## src/rtl/cdc_fanin_arbiter.sv

```systemverilog
// cdc_fanin_arbiter: destination-domain round-robin fan-in of N 4-phase req/ack sources onto one valid/ready port
// Ports:
//   clk, rst     destination clock, synchronous active-high reset
//   req_in[N]    per-source level request (asynchronous to clk)
//   data_in[N*W] per-source word, slice i = [i*W +: W], stable while its req is high
//   ack_out[N]   per-source acknowledge (registered)
//   out_valid/out_ready/out_data/out_src  downstream valid/ready port with source index
//   err          sticky handshake-timeout flag
// Optional: define ARB_TIMEOUT_EN to abandon a handshake after TIMEOUT_CYC cycles in WAIT_DROP and set err.
module cdc_fanin_arbiter #(
  parameter int N = 3,
  parameter int W = 8,
  parameter int SYNC_STAGES = 2,
  parameter int TIMEOUT_CYC = 255,
  localparam int SW = (N > 2) ? $clog2(N) : 1
) (
  input  logic           clk,
  input  logic           rst,
  input  logic [N-1:0]   req_in,
  input  logic [N*W-1:0] data_in,
  output logic [N-1:0]   ack_out,
  output logic           out_valid,
  input  logic           out_ready,
  output logic [W-1:0]   out_data,
  output logic [SW-1:0]  out_src,
  output logic           err
);
  typedef enum logic [1:0] {IDLE, SEND, WAIT_DROP} state_t;
  state_t state;
  logic [N-1:0] sync_q [SYNC_STAGES];
  logic [N-1:0] req_sync, pending;
  logic [SW-1:0] ptr, win, idx;
  logic timeout;
  assign req_sync = sync_q[SYNC_STAGES-1];
  assign pending = req_sync & ~ack_out;
  always_ff @(posedge clk) begin
    if (rst) begin
      for (int s = 0; s < SYNC_STAGES; s++) sync_q[s] <= '0;
    end else begin
      sync_q[0] <= req_in;
      for (int s = 1; s < SYNC_STAGES; s++) sync_q[s] <= sync_q[s-1];
    end
  end
  // Scan from the farthest candidate back to ptr so the nearest pending source at or after ptr wins.
  always_comb begin
    win = ptr;
    idx = '0;
    for (int k = N - 1; k >= 0; k--) begin
      idx = SW'((int'(ptr) + k) % N);
      if (pending[idx]) win = idx;
    end
  end
  always_ff @(posedge clk) begin
    if (rst) begin
      state <= IDLE;
      ptr <= '0;
      out_valid <= 1'b0;
      out_data <= '0;
      out_src <= '0;
      ack_out <= '0;
    end else begin
      case (state)
        IDLE: if (|pending) begin
          out_data <= data_in[int'(win)*W +: W];
          out_src <= win;
          out_valid <= 1'b1;
          state <= SEND;
        end
        SEND: if (out_ready) begin
          out_valid <= 1'b0;
          ack_out <= N'(1) << out_src;
          ptr <= (out_src == SW'(N - 1)) ? '0 : out_src + 1'b1;
          state <= WAIT_DROP;
        end
        WAIT_DROP: if (!req_sync[out_src] || timeout) begin
          ack_out <= '0;
          state <= IDLE;
        end
        default: state <= IDLE;
      endcase
    end
  end
`ifdef ARB_TIMEOUT_EN
  logic [31:0] cnt;
  // Fires on the TIMEOUT_CYC-th WAIT_DROP edge that still sees the winner's request high.
  assign timeout = (state == WAIT_DROP) && req_sync[out_src] && (cnt == 32'(TIMEOUT_CYC - 1));
  always_ff @(posedge clk) begin
    if (rst) begin
      cnt <= '0;
      err <= 1'b0;
    end else begin
      cnt <= (state == WAIT_DROP && !timeout) ? cnt + 1'b1 : '0;
      err <= err | timeout;
    end
  end
`else
  logic unused_timeout;
  assign unused_timeout = ^TIMEOUT_CYC;
  assign timeout = 1'b0;
  assign err = 1'b0;
`endif
endmodule

```

## config.mk

```make
export PLATFORM = sky130hd
export DESIGN_NAME = cdc_fanin_arbiter
export DESIGN_NICKNAME = d
export VERILOG_FILES = /design/src/rtl/cdc_fanin_arbiter.sv
export SDC_FILE = /design/constraint.sdc
export NUM_CORES = 1
export LEC_CHECK = 0
export ABC_AREA = 1
export ABC_CLOCK_PERIOD_IN_PS = 2410
export CAP_MARGIN = 30
export CORE_ASPECT_RATIO = 1.25
export CORE_MARGIN = 4
export CORE_UTILIZATION = 47
export DETAILED_ROUTE_END_ITERATION = 7
export PLACE_DENSITY = 0.8
export RECOVER_POWER = 100
export SETUP_SLACK_MARGIN = 0.2
export SLEW_MARGIN = 40
export SYNTH_ARGS = -nofsm -noshare
export SYNTH_HDL_FRONTEND = slang
export SYNTH_SLANG_ARGS = --single-unit
export TNS_END_PERCENT = 100
```

## constraint.sdc

```tcl
create_clock -name clk -period 2.41 [get_ports clk]
set_clock_uncertainty 0.2 [all_clocks]
set_input_delay 0.482 -clock clk [delete_from_list [all_inputs] [get_ports clk]]
set_output_delay 0.482 -clock clk [all_outputs]
set_load 0.005 [all_outputs]
```

After elaboration in Yosys (flattened, before gate mapping)
Memory sizes are Yosys's and may differ from the RTL's.
Cells that the tools add are included.
- RAM bits: 6
- output and inout port bits: 15
- flip-flop bits (word level): 18
- memories: 1
- logic and storage cells: 65
- memories (name ; depth ; width ; read ports ; clocked after Yosys merged registers in ; wr ports ; RTL line ; source):
    sync_q ; 2 ; 3 ; 2 ; 0 ; 2 ; 30 ; logic [N-1:0] sync_q [SYNC_STAGES];
- reductions and logical operators: 9
- multiplexer cells: 27
- eq/ne operators: 6
- divide/modulo/power cells: 3
- order comparisons: 4
- bitwise logic cells: 4
- add/subtract/negate cells: 3
- shift-type cells: 2
- operators with widths (kind ; number):
    $mod 32x3->32 const B ; 2
    $mod 3x3->32 const B ; 1
    $shiftx 24x6->8 ; 1
    $mux 2 ; 7
    $lt 2x3->1 const B ; 4
    $mux 3 ; 4
    $mux 1 ; 9
    $reduce_and 3->1 ; 3
    $bmux 1 s2 ; 4
    $ne 2x2->1 const B ; 3
    $pmux 2 s3 ; 1
    $pmux 3 s2 ; 1
    $eq 2x2->1 const B ; 2
    $reduce_and 2->1 ; 2
    $reduce_bool 2->1 ; 2
    $add 2x1->3 const B ; 1
    $add 2x2->3 const B ; 1
    $and 3x3->3 ; 1
    $not 3->3 ; 1
    $reduce_or 3->1 ; 1
    $shl 1x2->3 const A ; 1
    $add 2x1->2 const B ; 1
    $eq 2x1->1 const B ; 1
    $logic_not 2->1 ; 1
    other kinds (2) ; 3

Depth between registers and ports, before layout
Gate-level depths: netlist of run 1.
- word-level depth: 8
- gate-level depth with buffers: 15
- mapped depth without buffers: 15

Worst setup path before layout of run 1
Ideal clock, no wire load.
- path kind: register -> register
- start: register ptr[0]
- end: register out_data[2]
- arrival time: 1.697 ns
- slack: 0.375 ns
- clock period less this slack: 2.035 ns
- cell stages (with the launch flop): 15
- required time: 2.072 ns
- buffers on the path: 0
- path through: dfxtp_1 inv_1 ha_1 inv_2 nand3_1 nand3_1 nand2_1 inv_1 nand2_1 nand2_1 nand2_2 nand2_4 nand2_1 nand3_1 a21oi_2
- longest elaborated chain between the ends: 8
- elaborated cells between the ends (all ways): 15
- ends and longest elaborated chain (what ; RTL line ; source):
    start: declaration ; 32 ; logic [SW-1:0] ptr, win, idx;
    start signal: assignment ; 72 ; ptr <= (out_src == SW'(N - 1)) ? '0 : out_src + 1'b1;
    $add 2x2->3 ; 49 ; idx = SW'((int'(ptr) + k) % N);
    $mod 32x3->32 ; 49 ;
    $bmux 1 s2 ; 50 ; if (pending[idx]) win = idx;
    $mux 1 (implied by the code) ; 50 ;
    $mux 2 (2 in a row) ; 50 ;
    $mux 2 (*) ; 50 ;
    $shiftx 24x6->8 (*) ; 64 ; out_data <= data_in[int'(win)*W +: W];
    end signal: assignment ; 64 ;
    end: declaration ; 24 ; output logic [W-1:0] out_data,
Every way passes the cells marked *; elsewhere a longest branch is shown, timed or not. The select of a mux whose other input is x is not followed.
A chain may end at the register's enable or synchronous reset.

Worst setup path after layout of run 1
- start: register ptr[0]
- end: register out_data[7]
Same word-level chain as after synthesis.

==> metrics.txt, run 1 <==
# TYPE chip_impl_metric gauge
chip_impl_info{name="crit_path_cell_trace",value="inv_2, ha_4, buf_4, nand2_1, o21ai_1, nand2_1, nand2_1, nand2_2, a21oi_4, buf_12, nand2_1, nor2_1, nor2_1, a21oi_2"} 1
chip_impl_metric{name="yosys_register_bits",unit=""} 24
chip_impl_metric{name="antenna_nets_post_route",unit=""} 0
chip_impl_metric{name="area_delta_synth_final",unit="%"} 48.6
chip_impl_metric{name="relSlewSlack",unit="%"} 62.2
chip_impl_metric{name="cp_data_arrival_time",unit="ns"} 2.32
chip_impl_metric{name="start_util",unit="%"} 50.4
chip_impl_metric{name="cts-htree-levels",unit=""} 1
chip_impl_metric{name="swShare",unit="%"} 32.7
chip_impl_metric{name="chipWidth",unit="microns"} 58.7
chip_impl_metric{name="coreArea",unit="sq um"} 3000
chip_impl_metric{name="power.density",unit="nW/um^2"} 521
chip_impl_metric{name="remaining_drc_errors",unit=""} 0
chip_impl_metric{name="wl",unit="microns"} 4360
chip_impl_info{name="cpMaxStageDelayCell",value="dfxtp_4"} 1
chip_impl_metric{name="power.static_leakage",unit="nW"} 1.06
chip_impl_metric{name="dp_hpwl",unit="microns"} 2980
chip_impl_metric{name="syn-num-nets",unit=""} 274
chip_impl_metric{name="nets",unit=""} 330
chip_impl_metric{name="detailedRoute.firstIterationViolations",unit=""} 100
chip_impl_metric{name="dieHeight",unit="microns"} 71.4
chip_impl_metric{name="floorplan.io_pins",unit=""} 45
chip_impl_metric{name="critical_path_peak_fanout",unit=""} 7
chip_impl_metric{name="viasPerCell",unit=""} 5.05
chip_impl_metric{name="number_of_clock_buffers_inserted_by_tritoncts",unit=""} 3
chip_impl_info{name="crit_family",value="simple AND/OR/NAND/NOR gates"} 1
chip_impl_metric{name="final_hold_viol_count",unit=""} 0
chip_impl_metric{name="stdcell_count",unit=""} 332
chip_impl_metric{name="seq_total_area_yosys",unit="%"} 31.8
chip_impl_metric{name="maximum_number_of_pins_on_one_net_before_global_route_repair",unit=""} 15
chip_impl_metric{name="buffer_levels_on_the_longest_clock_path",unit=""} 2
chip_impl_info{name="hold_path_class",value="register to register"} 1
chip_impl_metric{name="synth.lib_cells_used.distinct",unit=""} 25
chip_impl_metric{name="port_buffers",unit=""} 43
chip_impl_metric{name="synth_edf_count",unit=""} 0
chip_impl_metric{name="slew_viol_final",unit=""} 0
chip_impl_info{name="cts_tree",value="built"} 1
chip_impl_metric{name="worst-path-buf-inv",unit=""} 3
chip_impl_metric{name="grt_pass1_vias",unit=""} 1507
chip_impl_metric{name="max_slew.worst_pin.slew",unit="ns"} 0.567
chip_impl_metric{name="number_of_antenna_violations_at_the_first_check_in_global_routing",unit=""} 0
chip_impl_metric{name="comb_power_share",unit="%"} 36.2
chip_impl_metric{name="cts_hold_repair.buffers",unit=""} 0
chip_impl_info{name="timing.critical_path.from_type",value="register"} 1
chip_impl_info{name="worst_path_most_repeated_cell",value="nand2_1"} 1
chip_impl_metric{name="clock_sinks",unit=""} 24
chip_impl_info{name="cts_root_buffer",value="clkbuf_4"} 1
chip_impl_info{name="setup_repair_after_global_routing_missed_its_margin",value="false"} 1
chip_impl_metric{name="synthesis_warnings",unit=""} 0
chip_impl_metric{name="antenna_cells",unit=""} 0
chip_impl_metric{name="rows",unit=""} 22
chip_impl_metric{name="multiInputGateArea",unit="sq um"} 923
chip_impl_metric{name="die_area",unit="sq um"} 4190
chip_impl_info{name="run_status",value="completed"} 1
chip_impl_metric{name="critPathRequiredTime",unit="ns"} 2.48
chip_impl_metric{name="grt_overflow_total",unit=""} 0
chip_impl_info{name="timing.critical_path.to_type",value="register"} 1
chip_impl_metric{name="max_stage_delay",unit="ns"} 0.40
chip_impl_metric{name="nFillCells",unit=""} 245
chip_impl_metric{name="drive_above_1_share",unit="%"} 16.6
chip_impl_metric{name="fin_crit",unit="ns"} 2.25
chip_impl_metric{name="period_share",unit="%"} 93.6
chip_impl_metric{name="fin_total_pwr",unit="mW"} 1.17
chip_impl_metric{name="clkTransAtPathRegs",unit="ns"} 0.14
chip_impl_metric{name="detailedRoute.firstPassIterationCount",unit=""} 4
chip_impl_metric{name="drv_cap",unit=""} 0
chip_impl_metric{name="clock_power_share",unit="%"} 25.5
chip_impl_metric{name="post_synth_inst_count",unit=""} 241
chip_impl_metric{name="power_frac_seq",unit="%"} 38.3
chip_impl_info{name="type_of_the_worst_setup_path",value="register to register"} 1
chip_impl_metric{name="totalNegativeSetupSlack",unit="ns"} 0
chip_impl_metric{name="synth.avg_cell_area",unit="sq um"} 6.27
chip_impl_metric{name="total_switching_power",unit="mW"} 0.383
chip_impl_metric{name="wire_per_inst",unit="microns"} 13.1
chip_impl_metric{name="fmax",unit="MHz"} 444
chip_impl_metric{name="gr-usage-all-layers",unit="%"} 18.9
chip_impl_metric{name="area.sequential",unit="sq um"} 488
chip_impl_metric{name="netlist_area_before_placement",unit="sq um"} 1510
chip_impl_metric{name="ir_drop",unit="mV"} 0.396
chip_impl_metric{name="dp_cells",unit=""} 319
chip_impl_metric{name="power.internal",unit="mW"} 0.788
chip_impl_metric{name="num_vias",unit=""} 1675
chip_impl_metric{name="global_route_wire_length_before_repair",unit="microns"} 6400
chip_impl_metric{name="setup_viol",unit=""} 0
chip_impl_metric{name="globalplace.congestion",unit=""} 0.930
chip_impl_info{name="mostFrequentLayoutCells",value="inv_1 (50), nand2_1 (50), nand3_1 (32)"} 1
chip_impl_info{name="ys_dominant_reg_cell",value="dfxtp_1"} 1
chip_impl_metric{name="clkLatencyLatePin",unit="ns"} 0.32
chip_impl_metric{name="proportion_of_register_bits_with_asynchronous_set_or_reset_after_synthesis",unit="%"} 0
[worst paths after layout]
kind | start | end | slack [ns] | cells past startpoint
max reg2reg | ptr[0] | out_data[7] | 0.16 | 14
min reg2reg | sync_q[0][2] | sync_q[0][5] | 0.21 | 2
min | sync_q[0][2] | sync_q[0][5] | 0.21 | 2
max | ptr[0] | out_data[7] | 0.16 | 14
[routing by layer]
metal,up-vias,share of wire [%],global-route usage [%]
li1,859,-,-
met1,750,42,23.9
met2,58,51,32.2
met3,8,5.4,2.70
met4,0,2.0,6.55
met5,-,0,0
[tightest hold or removal path: cells and delay by family, from the launching register on]
| family | cells | cell delay, ns |
|---|---|---|
| simple gates | 1 | 0.03 |
| flops | 1 | 0.33 |
| buf+inv | 1 | 0.04 |
[stage by stage]
stage / worst slack (ns) / hold WS (ns) / utilization [%] / area, sq um
after floorplan: 0.375 / 0.188 / - / 1510
after global placement: 0.175 / 0.191 / 66.3 / 1990
after detailed placement: 0.108 / 0.197 / 66.3 / 1990
after CTS: 0.201 / 0.215 / 68.6 / 2060
after global routing: 0.121 / 0.229 / 74.9 / 2250
final: 0.155 / 0.215 / 74.9 / 2250
[power groups by stage]
| stage | combinational [mW] | sequential (mW) | clock (mW) |
|---|---|---|---|
| floorplan | 0.211 | 0.455 | 0 |
| global placement | 0.350 | 0.458 | 0 |
| detailed placement | 0.353 | 0.457 | 0 |
| CTS | 0.361 | 0.449 | 0.299 |
| global route | 0.466 | 0.452 | 0.315 |
| finish | 0.424 | 0.448 | 0.299 |
[registers in the layout (all words and copies together) (netlist names)]
| signal | flops |
|---|---|
| ptr | 2 |
| out_data | 8 |
| ack_out | 3 |
| state | 2 |
| out_src | 2 |
| sync_q | 6 |
| out_valid | 1 |
[area by class of cell]
| cell class | count | share of cell area, % |
|---|---|---|
| clock buffers | 3 | 1.00 |
| clock inverters | 1 | 1.34 |
| inverters | 56 | 9.92 |
| multi-input cells | 159 | 41.1 |
| flip-flops and latches | 24 | 21.7 |
| well taps | 36 | 2.01 |
| repair buffers | 53 | 22.9 |
[what timing repair did]
action | CTS | global route
endpoints found under the setup margin | 9 | 9
pin swaps | 1 | 11
cloned | 0 | 2
gates resized for setup | 5 | 32
buffers inserted | 0 | 7
hold endpoints to repair | 0 | 0
[synth_stat cells, types with 3 or more instances]
cell	count	share of area (%)
nand2_1	54	13
inv_1	53	13
nand3_1	37	12
dfxtp_1	24	32
nor2_1	21	5.2
a21oi_1	12	4.0
a21oi_2	6	3.5
o21ai_0	5	1.7
ha_1	3	2.5
inv_2	3	0.74
nand2_4	3	2.2
o211ai_1	3	1.5
[cells by family after synthesis]
group | after synthesis | share of synthesized area (%)
fa+ha+maj | 3 | 2.48
other cells | 1 | 0.248
buf+inv | 60 | 15.1
compound gates | 30 | 13.2
flops | 24 | 31.8
simple gates | 123 | 37.1
No activity file was read; power rests on OpenSTA's default activity.
==> run 2: changes to the inputs <==
--- a/config.mk
+++ b/config.mk
@@ -6,14 +6,14 @@
 export NUM_CORES = 1
 export LEC_CHECK = 0
 export ABC_AREA = 1
-export ABC_CLOCK_PERIOD_IN_PS = 2410
+export ABC_CLOCK_PERIOD_IN_PS = 2150
 export CAP_MARGIN = 30
 export CORE_ASPECT_RATIO = 1.25
 export CORE_MARGIN = 4
 export CORE_UTILIZATION = 47
 export DETAILED_ROUTE_END_ITERATION = 7
 export PLACE_DENSITY = 0.8
-export RECOVER_POWER = 100
+export RECOVER_POWER = 25
 export SETUP_SLACK_MARGIN = 0.2
 export SLEW_MARGIN = 40
 export SYNTH_ARGS = -nofsm -noshare
==> constraint.sdc (replaced) <==
create_clock -name clk -period 2.15 [get_ports clk]
set_clock_uncertainty 0.2 [all_clocks]
set_input_delay 0.43 -clock clk [delete_from_list [all_inputs] [get_ports clk]]
set_output_delay 0.43 -clock clk [all_outputs]
set_load 0.005 [all_outputs]
==> run 2 against run 1 <==
Total power increased by 16%. Register-to-register slack worse by 0.05 ns. Flip-flop and latch count unchanged. Highest routed layer unchanged. Setup slack got worse by 0.049 ns. Largest cell class unchanged.
==> metrics.txt, run 2 (synthesized netlist as in run 1, its figures left out) <==
# TYPE chip_impl_metric gauge
chip_impl_info{name="run_status",value="completed"} 1
chip_impl_metric{name="chipWidth",unit="microns"} 58.7
chip_impl_info{name="largest_register",value="out_data"} 1
chip_impl_metric{name="wl",unit="microns"} 4370
chip_impl_metric{name="antenna_cells",unit=""} 0
chip_impl_metric{name="drive_above_1_share",unit="%"} 24.3
chip_impl_metric{name="floorplan.io_pins",unit=""} 45
chip_impl_metric{name="fmax",unit="MHz"} 489
chip_impl_metric{name="number_of_clock_buffers_inserted_by_tritoncts",unit=""} 3
chip_impl_metric{name="clkTransAtPathRegs",unit="ns"} 0.14
chip_impl_metric{name="cp_data_arrival_time",unit="ns"} 2.08
chip_impl_metric{name="dieHeight",unit="microns"} 71.4
chip_impl_metric{name="maximum_number_of_pins_on_one_net_before_global_route_repair",unit=""} 16
chip_impl_metric{name="rows",unit=""} 22
chip_impl_metric{name="nFillCells",unit=""} 217
chip_impl_metric{name="power_frac_seq",unit="%"} 36.9
chip_impl_metric{name="wire_per_inst",unit="microns"} 12.8
chip_impl_info{name="timing.critical_path.from_type",value="register"} 1
chip_impl_metric{name="fin_crit",unit="ns"} 2.04
chip_impl_metric{name="clkLatencyLatePin",unit="ns"} 0.32
chip_impl_metric{name="power.density",unit="nW/um^2"} 577
chip_impl_metric{name="fin_total_pwr",unit="mW"} 1.36
chip_impl_info{name="timing.critical_path.to_type",value="register"} 1
chip_impl_metric{name="critPathRequiredTime",unit="ns"} 2.19
chip_impl_metric{name="power.internal",unit="mW"} 0.910
chip_impl_metric{name="totalNegativeSetupSlack",unit="ns"} 0
chip_impl_metric{name="detailedRoute.firstIterationViolations",unit=""} 113
chip_impl_metric{name="start_util",unit="%"} 50.4
chip_impl_info{name="registers_with_the_most_flip_flops",value="out_data (8), sync_q (6), ack_out (3)"} 1
chip_impl_metric{name="dp_cells",unit=""} 325
chip_impl_metric{name="nets",unit=""} 338
chip_impl_metric{name="detailedRoute.firstPassIterationCount",unit=""} 4
chip_impl_metric{name="cts_hold_repair.buffers",unit=""} 0
chip_impl_metric{name="final_hold_viol_count",unit=""} 0
chip_impl_metric{name="relSlewSlack",unit="%"} 57.5
chip_impl_metric{name="grt_overflow_total",unit=""} 0
chip_impl_info{name="type_of_the_worst_setup_path",value="register to register"} 1
chip_impl_metric{name="slew_viol_final",unit=""} 0
chip_impl_metric{name="remaining_drc_errors",unit=""} 0
chip_impl_metric{name="swShare",unit="%"} 33.0
chip_impl_metric{name="global_route_wire_length_before_repair",unit="microns"} 7300
chip_impl_metric{name="power.static_leakage",unit="nW"} 1.06
chip_impl_metric{name="cts-htree-levels",unit=""} 1
chip_impl_metric{name="dp_hpwl",unit="microns"} 2980
chip_impl_metric{name="area_delta_synth_final",unit="%"} 55.7
chip_impl_metric{name="multiInputGateArea",unit="sq um"} 975
chip_impl_metric{name="area.sequential",unit="sq um"} 490
chip_impl_metric{name="clock_sinks",unit=""} 24
chip_impl_metric{name="grt_pass1_vias",unit=""} 1649
chip_impl_metric{name="setup_viol",unit=""} 0
chip_impl_metric{name="largest_register_ffs",unit=""} 8
chip_impl_metric{name="period_share",unit="%"} 95.1
chip_impl_metric{name="globalplace.congestion",unit=""} 0.882
chip_impl_info{name="cts_tree",value="built"} 1
chip_impl_info{name="mostFrequentLayoutCell",value="inv_1"} 1
chip_impl_info{name="cts_root_buffer",value="clkbuf_4"} 1
chip_impl_info{name="setup_repair_after_global_routing_missed_its_margin",value="true"} 1
chip_impl_metric{name="drv_cap",unit=""} 0
chip_impl_info{name="hold_path_class",value="register to register"} 1
chip_impl_metric{name="total_switching_power",unit="mW"} 0.448
chip_impl_metric{name="port_buffers",unit=""} 43
chip_impl_metric{name="viasPerCell",unit=""} 5.08
chip_impl_metric{name="max_slew.worst_pin.slew",unit="ns"} 0.638
chip_impl_metric{name="comb_power_share",unit="%"} 38.5
chip_impl_metric{name="clock_power_share",unit="%"} 24.5
chip_impl_metric{name="buffer_levels_on_the_longest_clock_path",unit=""} 2
chip_impl_metric{name="num_vias",unit=""} 1727
chip_impl_metric{name="stdcell_count",unit=""} 340
chip_impl_metric{name="die_area",unit="sq um"} 4190
chip_impl_metric{name="critical_path_peak_fanout",unit=""} 7
chip_impl_metric{name="number_of_antenna_violations_at_the_first_check_in_global_routing",unit=""} 0
chip_impl_metric{name="gr-usage-all-layers",unit="%"} 21.7
chip_impl_metric{name="coreArea",unit="sq um"} 3000
chip_impl_metric{name="ir_drop",unit="mV"} 0.412
chip_impl_metric{name="antenna_nets_post_route",unit=""} 0
chip_impl_info{name="mostFrequentLayoutCells",value="inv_1 (48), nand2_1 (45), clkdlybuf4s50_1 (42)"} 1
run 2: changes by cell type in the layout (fill, tap and decap cells not counted), sizes merged:
cell,delta
dlygate4sd3,-14
clkdlybuf4s50,+14
clkbuf,-1
buf,+9
run 2: metrics by stage:
step	utilization (%)	hold WS, ns	setup WS, ns	area [sq um]
floorplan	-	0.188	0.203	1530
global placement	68.3	0.189	0.00571	2050
detailed placement	68.3	0.192	-0.0407	2050
CTS	76.4	0.211	0.135	2290
global route	78.4	0.232	-0.0324	2350
finish	78.4	0.209	0.106	2350
run 2: worst paths after layout:
| check | from | endpoint | slack [ns] | cells past startpoint |
|---|---|---|---|---|
| worst max-delay path | ptr[0] | out_data[2] | 0.11 | 14 |
| worst max register to register | ptr[0] | out_data[2] | 0.11 | 14 |
| worst min-delay path | sync_q[0][2] | sync_q[0][5] | 0.21 | 2 |
| worst min register to register | sync_q[0][2] | sync_q[0][5] | 0.21 | 2 |
run 2: worst max-delay path, stage by stage (launching register included):
cell and delay, ns:
dfxtp_4 0.38, buf_4 0.14, ha_4 0.18, inv_4 0.09
nand2_4 0.06, o21ai_4 0.07, nor2_4 0.06, nor2_4 0.21
inv_2 0.12, nand2_8 0.13, nand2_8 0.09, nand3_2 0.07
nand2_1 0.05, inv_1 0.06, a21oi_2 0.05
run 2: power groups by stage:
stage          sequential [mW]  combinational [mW]  clock [mW]
6_report                 0.502               0.524       0.333
5_1_grt                  0.506               0.575       0.352
4_1_cts                  0.501               0.486       0.336
3_5_place_dp             0.512               0.415           0
3_3_place_gp             0.513               0.409           0
2_1_floorplan            0.510               0.240           0
run 2: metal layers:
| metal | GRT usage, % | routed length [microns] |
|---|---|---|
| met1 | 27.2 | 1830 |
| met3 | 2.52 | 194 |
| met2 | 36.6 | 2200 |
| met5 | 0 | 0 |
| met4 | 9.57 | 138 |
run 2: cell type report:
cell class,count,share of cell area (%)
Clock inverter,1,1.28
Clock buffer,3,0.957
Timing Repair Buffer,61,24.3
Inverter,56,9.25
Multi-Input combinational cell,159,41.4
Sequential cell,24,20.8
Tap cell,36,1.91
run 2: what timing repair did:
action                                 CTS  global route
buffers inserted                         6             3
setup endpoints to repair                9            12
endpoints found under the hold margin    0             0
cloned                                   2             0
pin swaps                               24            11
gates resized for setup                 36            13
==> run 3: changes to the inputs <==
--- a/config.mk
+++ b/config.mk
@@ -9,7 +9,7 @@
 export ABC_CLOCK_PERIOD_IN_PS = 2150
 export CAP_MARGIN = 30
 export CORE_ASPECT_RATIO = 1.25
-export CORE_MARGIN = 4
+export CORE_MARGIN = 1.5
 export CORE_UTILIZATION = 47
 export DETAILED_ROUTE_END_ITERATION = 7
 export PLACE_DENSITY = 0.8
==> run 3 against run 2 <==
Global-route usage rose by 3.9 points. Cell count did not move. Core utilization rose by 0.33 points. Die area fell by 15%. Clock power barely moved. Flip-flop and latch count did not move. Combinational power rose by 3%. First-iteration DRC count fell by 36%. Maximum frequency fell by 3.4%. Sequential share of layout area fell by 0.30 points. Non-clock buffer count did not move. Critical path depth did not move.
==> metrics.txt, run 3 (synthesized netlist as in run 1, its figures left out) <==
# TYPE chip_impl_metric gauge
chip_impl_metric{name="multiInputGateArea",unit="sq um"} 990
chip_impl_info{name="timing.critical_path.to_type",value="register"} 1
chip_impl_info{name="setup_repair_after_global_routing_missed_its_margin",value="true"} 1
chip_impl_metric{name="clkTransAtPathRegs",unit="ns"} 0.14
chip_impl_info{name="mostFrequentLayoutCells",value="inv_1 (48), nand2_1 (43), clkdlybuf4s50_1 (42)"} 1
chip_impl_metric{name="setup_viol",unit=""} 0
chip_impl_metric{name="buffer_levels_on_the_longest_clock_path",unit=""} 2
chip_impl_info{name="timing.hold.worst_endpoint",value="sync_q[0][4]"} 1
chip_impl_info{name="cts_root_buffer",value="clkbuf_4"} 1
chip_impl_metric{name="r2r_cells",unit=""} 14
chip_impl_metric{name="fin_crit",unit="ns"} 2.12
chip_impl_metric{name="number_of_clock_buffers_inserted_by_tritoncts",unit=""} 3
chip_impl_metric{name="gr-usage-all-layers",unit="%"} 25.7
chip_impl_metric{name="clock_sinks",unit=""} 24
chip_impl_metric{name="wl",unit="microns"} 4450
chip_impl_info{name="type_of_the_worst_setup_path",value="register to register"} 1
chip_impl_metric{name="holdPathStages",unit=""} 2
chip_impl_metric{name="clkLatencyLatePin",unit="ns"} 0.32
chip_impl_metric{name="period_share",unit="%"} 98.5
chip_impl_metric{name="nets",unit=""} 338
chip_impl_info{name="timing.critical_path.from_type",value="register"} 1
chip_impl_metric{name="area.sequential",unit="sq um"} 485
chip_impl_metric{name="detailedRoute.firstPassIterationCount",unit=""} 4
chip_impl_metric{name="stdcell_count",unit=""} 340
chip_impl_metric{name="layout.core_utilization",unit="%"} 78.8
chip_impl_info{name="timing.hold.worst.start",value="sync_q[0][1]"} 1
chip_impl_metric{name="max_slew.worst_pin.slew",unit="ns"} 0.577
chip_impl_metric{name="area_delta_synth_final",unit="%"} 56.4
chip_impl_metric{name="clock_power_share",unit="%"} 24.1
chip_impl_info{name="registers_with_the_most_flip_flops",value="out_data (8), sync_q (6), ack_out (3)"} 1
chip_impl_metric{name="dp_cells",unit=""} 322
chip_impl_info{name="crit-reg2reg-launch",value="ptr[0]"} 1
chip_impl_metric{name="power.static_leakage",unit="nW"} 1.07
chip_impl_info{name="worst_setup_path_startpoint",value="ptr[0]"} 1
chip_impl_metric{name="coreArea",unit="sq um"} 3000
chip_impl_metric{name="cp_data_arrival_time",unit="ns"} 2.19
chip_impl_metric{name="power_frac_seq",unit="%"} 36.7
chip_impl_metric{name="final_hold_viol_count",unit=""} 0
chip_impl_metric{name="number_of_antenna_violations_at_the_first_check_in_global_routing",unit=""} 0
chip_impl_metric{name="timing.reg2reg.setup_slack",unit="ns"} 0.03
chip_impl_metric{name="comb_power_share",unit="%"} 39.3
chip_impl_metric{name="largest_register_ffs",unit=""} 8
chip_impl_metric{name="critical_path_peak_fanout",unit=""} 6
chip_impl_metric{name="fmax",unit="MHz"} 472
chip_impl_metric{name="global_route_wire_length_before_repair",unit="microns"} 6840
chip_impl_metric{name="dieHeight",unit="microns"} 66.4
chip_impl_metric{name="wire_per_inst",unit="microns"} 13.1
chip_impl_metric{name="drv_cap",unit=""} 0
chip_impl_metric{name="slew_viol_final",unit=""} 0
chip_impl_metric{name="antenna_nets_post_route",unit=""} 0
chip_impl_metric{name="globalplace.congestion",unit=""} 0.848
chip_impl_metric{name="port_buffers",unit=""} 43
chip_impl_info{name="largest_register",value="out_data"} 1
chip_impl_metric{name="detailedRoute.firstIterationViolations",unit=""} 72
chip_impl_metric{name="ir_drop",unit="mV"} 0.567
chip_impl_metric{name="grt_overflow_total",unit=""} 0
chip_impl_metric{name="viasPerCell",unit=""} 5.08
chip_impl_info{name="hold_path_class",value="register to register"} 1
chip_impl_metric{name="power.density",unit="nW/um^2"} 582
chip_impl_info{name="cts_tree",value="built"} 1
chip_impl_metric{name="cts-htree-levels",unit=""} 1
chip_impl_metric{name="remaining_drc_errors",unit=""} 0
chip_impl_metric{name="relSlewSlack",unit="%"} 61.5
chip_impl_metric{name="critPathRequiredTime",unit="ns"} 2.22
chip_impl_metric{name="nFillCells",unit=""} 237
chip_impl_metric{name="rows",unit=""} 22
chip_impl_metric{name="floorplan.io_pins",unit=""} 45
chip_impl_metric{name="final.setup.worst_slack",unit="ns"} 0.0332
chip_impl_metric{name="pre_cts_ws",unit="ns"} -0.0620
chip_impl_metric{name="dp_hpwl",unit="microns"} 2830
chip_impl_metric{name="total_switching_power",unit="mW"} 0.459
chip_impl_metric{name="num_vias",unit=""} 1728
chip_impl_metric{name="fin_total_pwr",unit="mW"} 1.38
chip_impl_metric{name="swShare",unit="%"} 33.4
chip_impl_metric{name="drive_above_1_share",unit="%"} 23.7
chip_impl_metric{name="power.internal",unit="mW"} 0.916
chip_impl_metric{name="cts_hold_repair.buffers",unit=""} 0
chip_impl_metric{name="start_util",unit="%"} 50.4
chip_impl_metric{name="die_area",unit="sq um"} 3570
chip_impl_info{name="run_status",value="completed"} 1
chip_impl_info{name="mostFrequentLayoutCell",value="inv_1"} 1
chip_impl_info{name="reg2reg_to",value="out_data[5]"} 1
chip_impl_metric{name="grt_pass1_vias",unit=""} 1598
chip_impl_metric{name="chipWidth",unit="microns"} 53.7
chip_impl_metric{name="maximum_number_of_pins_on_one_net_before_global_route_repair",unit=""} 15
chip_impl_metric{name="antenna_cells",unit=""} 0
chip_impl_metric{name="hold_ws",unit="ns"} 0.210
run 3: cell counts in the layout (fill, tap and decap cells not counted):
Identical to the previous run, type by type.
run 3: worst max-delay path by stage:
stage,slack (ns),cells past startpoint,to
finish,0.03,14,out_data[5]
global route,-0.07,13,out_data[4]
CTS,0.11,12,out_data[7]
detailed placement,-0.06,14,out_data[6]
global placement,0.009,13,out_data[7]
floorplan,0.20,14,out_data[2]
run 3: worst max-delay path, cell delays in order (launching register included):
cell	delay (ns)
dfxtp_2	0.38
inv_2	0.06
ha_4	0.27
inv_4	0.09
nand3_2	0.12
nand2_2	0.08
nand2_1	0.09
nand2_2	0.09
nand2_2	0.07
nand2_4	0.11
nand2_8	0.07
buf_4	0.15
nand3_1	0.06
nand3_1	0.09
a21oi_2	0.12
run 3: power groups by stage:
stage | Clock (mW) | Combinational, mW | Sequential (mW)
2_1_floorplan | 0 | 0.240 | 0.510
3_3_place_gp | 0 | 0.398 | 0.513
3_5_place_dp | 0 | 0.401 | 0.513
4_1_cts | 0.330 | 0.472 | 0.503
5_1_grt | 0.351 | 0.582 | 0.508
6_report | 0.331 | 0.540 | 0.504
run 3: cell type report:
class | instances | share of cell area [%]
multi-input cells | 159 | 41.9
repair buffers | 61 | 24.2
flip-flops and latches | 24 | 20.5
inverters | 56 | 9.21
well taps | 36 | 1.91
clock inverters | 1 | 1.27
clock buffers | 3 | 0.953
run 3: what timing repair did:
item	CTS	global route
gates resized for setup	27	22
gates cloned	2	0
buffers inserted	11	1
pin swaps	20	13
setup endpoints to repair	10	11
run 3: stage by stage:
| stage | TNS (ns) | cell area (sq um) |
|---|---|---|
| floorplan | 0 | 1530 |
| global placement | 0 | 2030 |
| detailed placement | -0.461 | 2030 |
| CTS | 0 | 2270 |
| global route | -0.466 | 2360 |
| finish | 0 | 2360 |
run 3: metal layers:
layer	wire length [microns]	track usage (%)	share of wire (%)	vias up
met5	0	0	0	-
met4	80	9.62	1.8	0
met3	182	2.04	4.1	9
met2	2400	45.4	54	61
met1	1780	31.0	40	782
li1	-	-	-	876
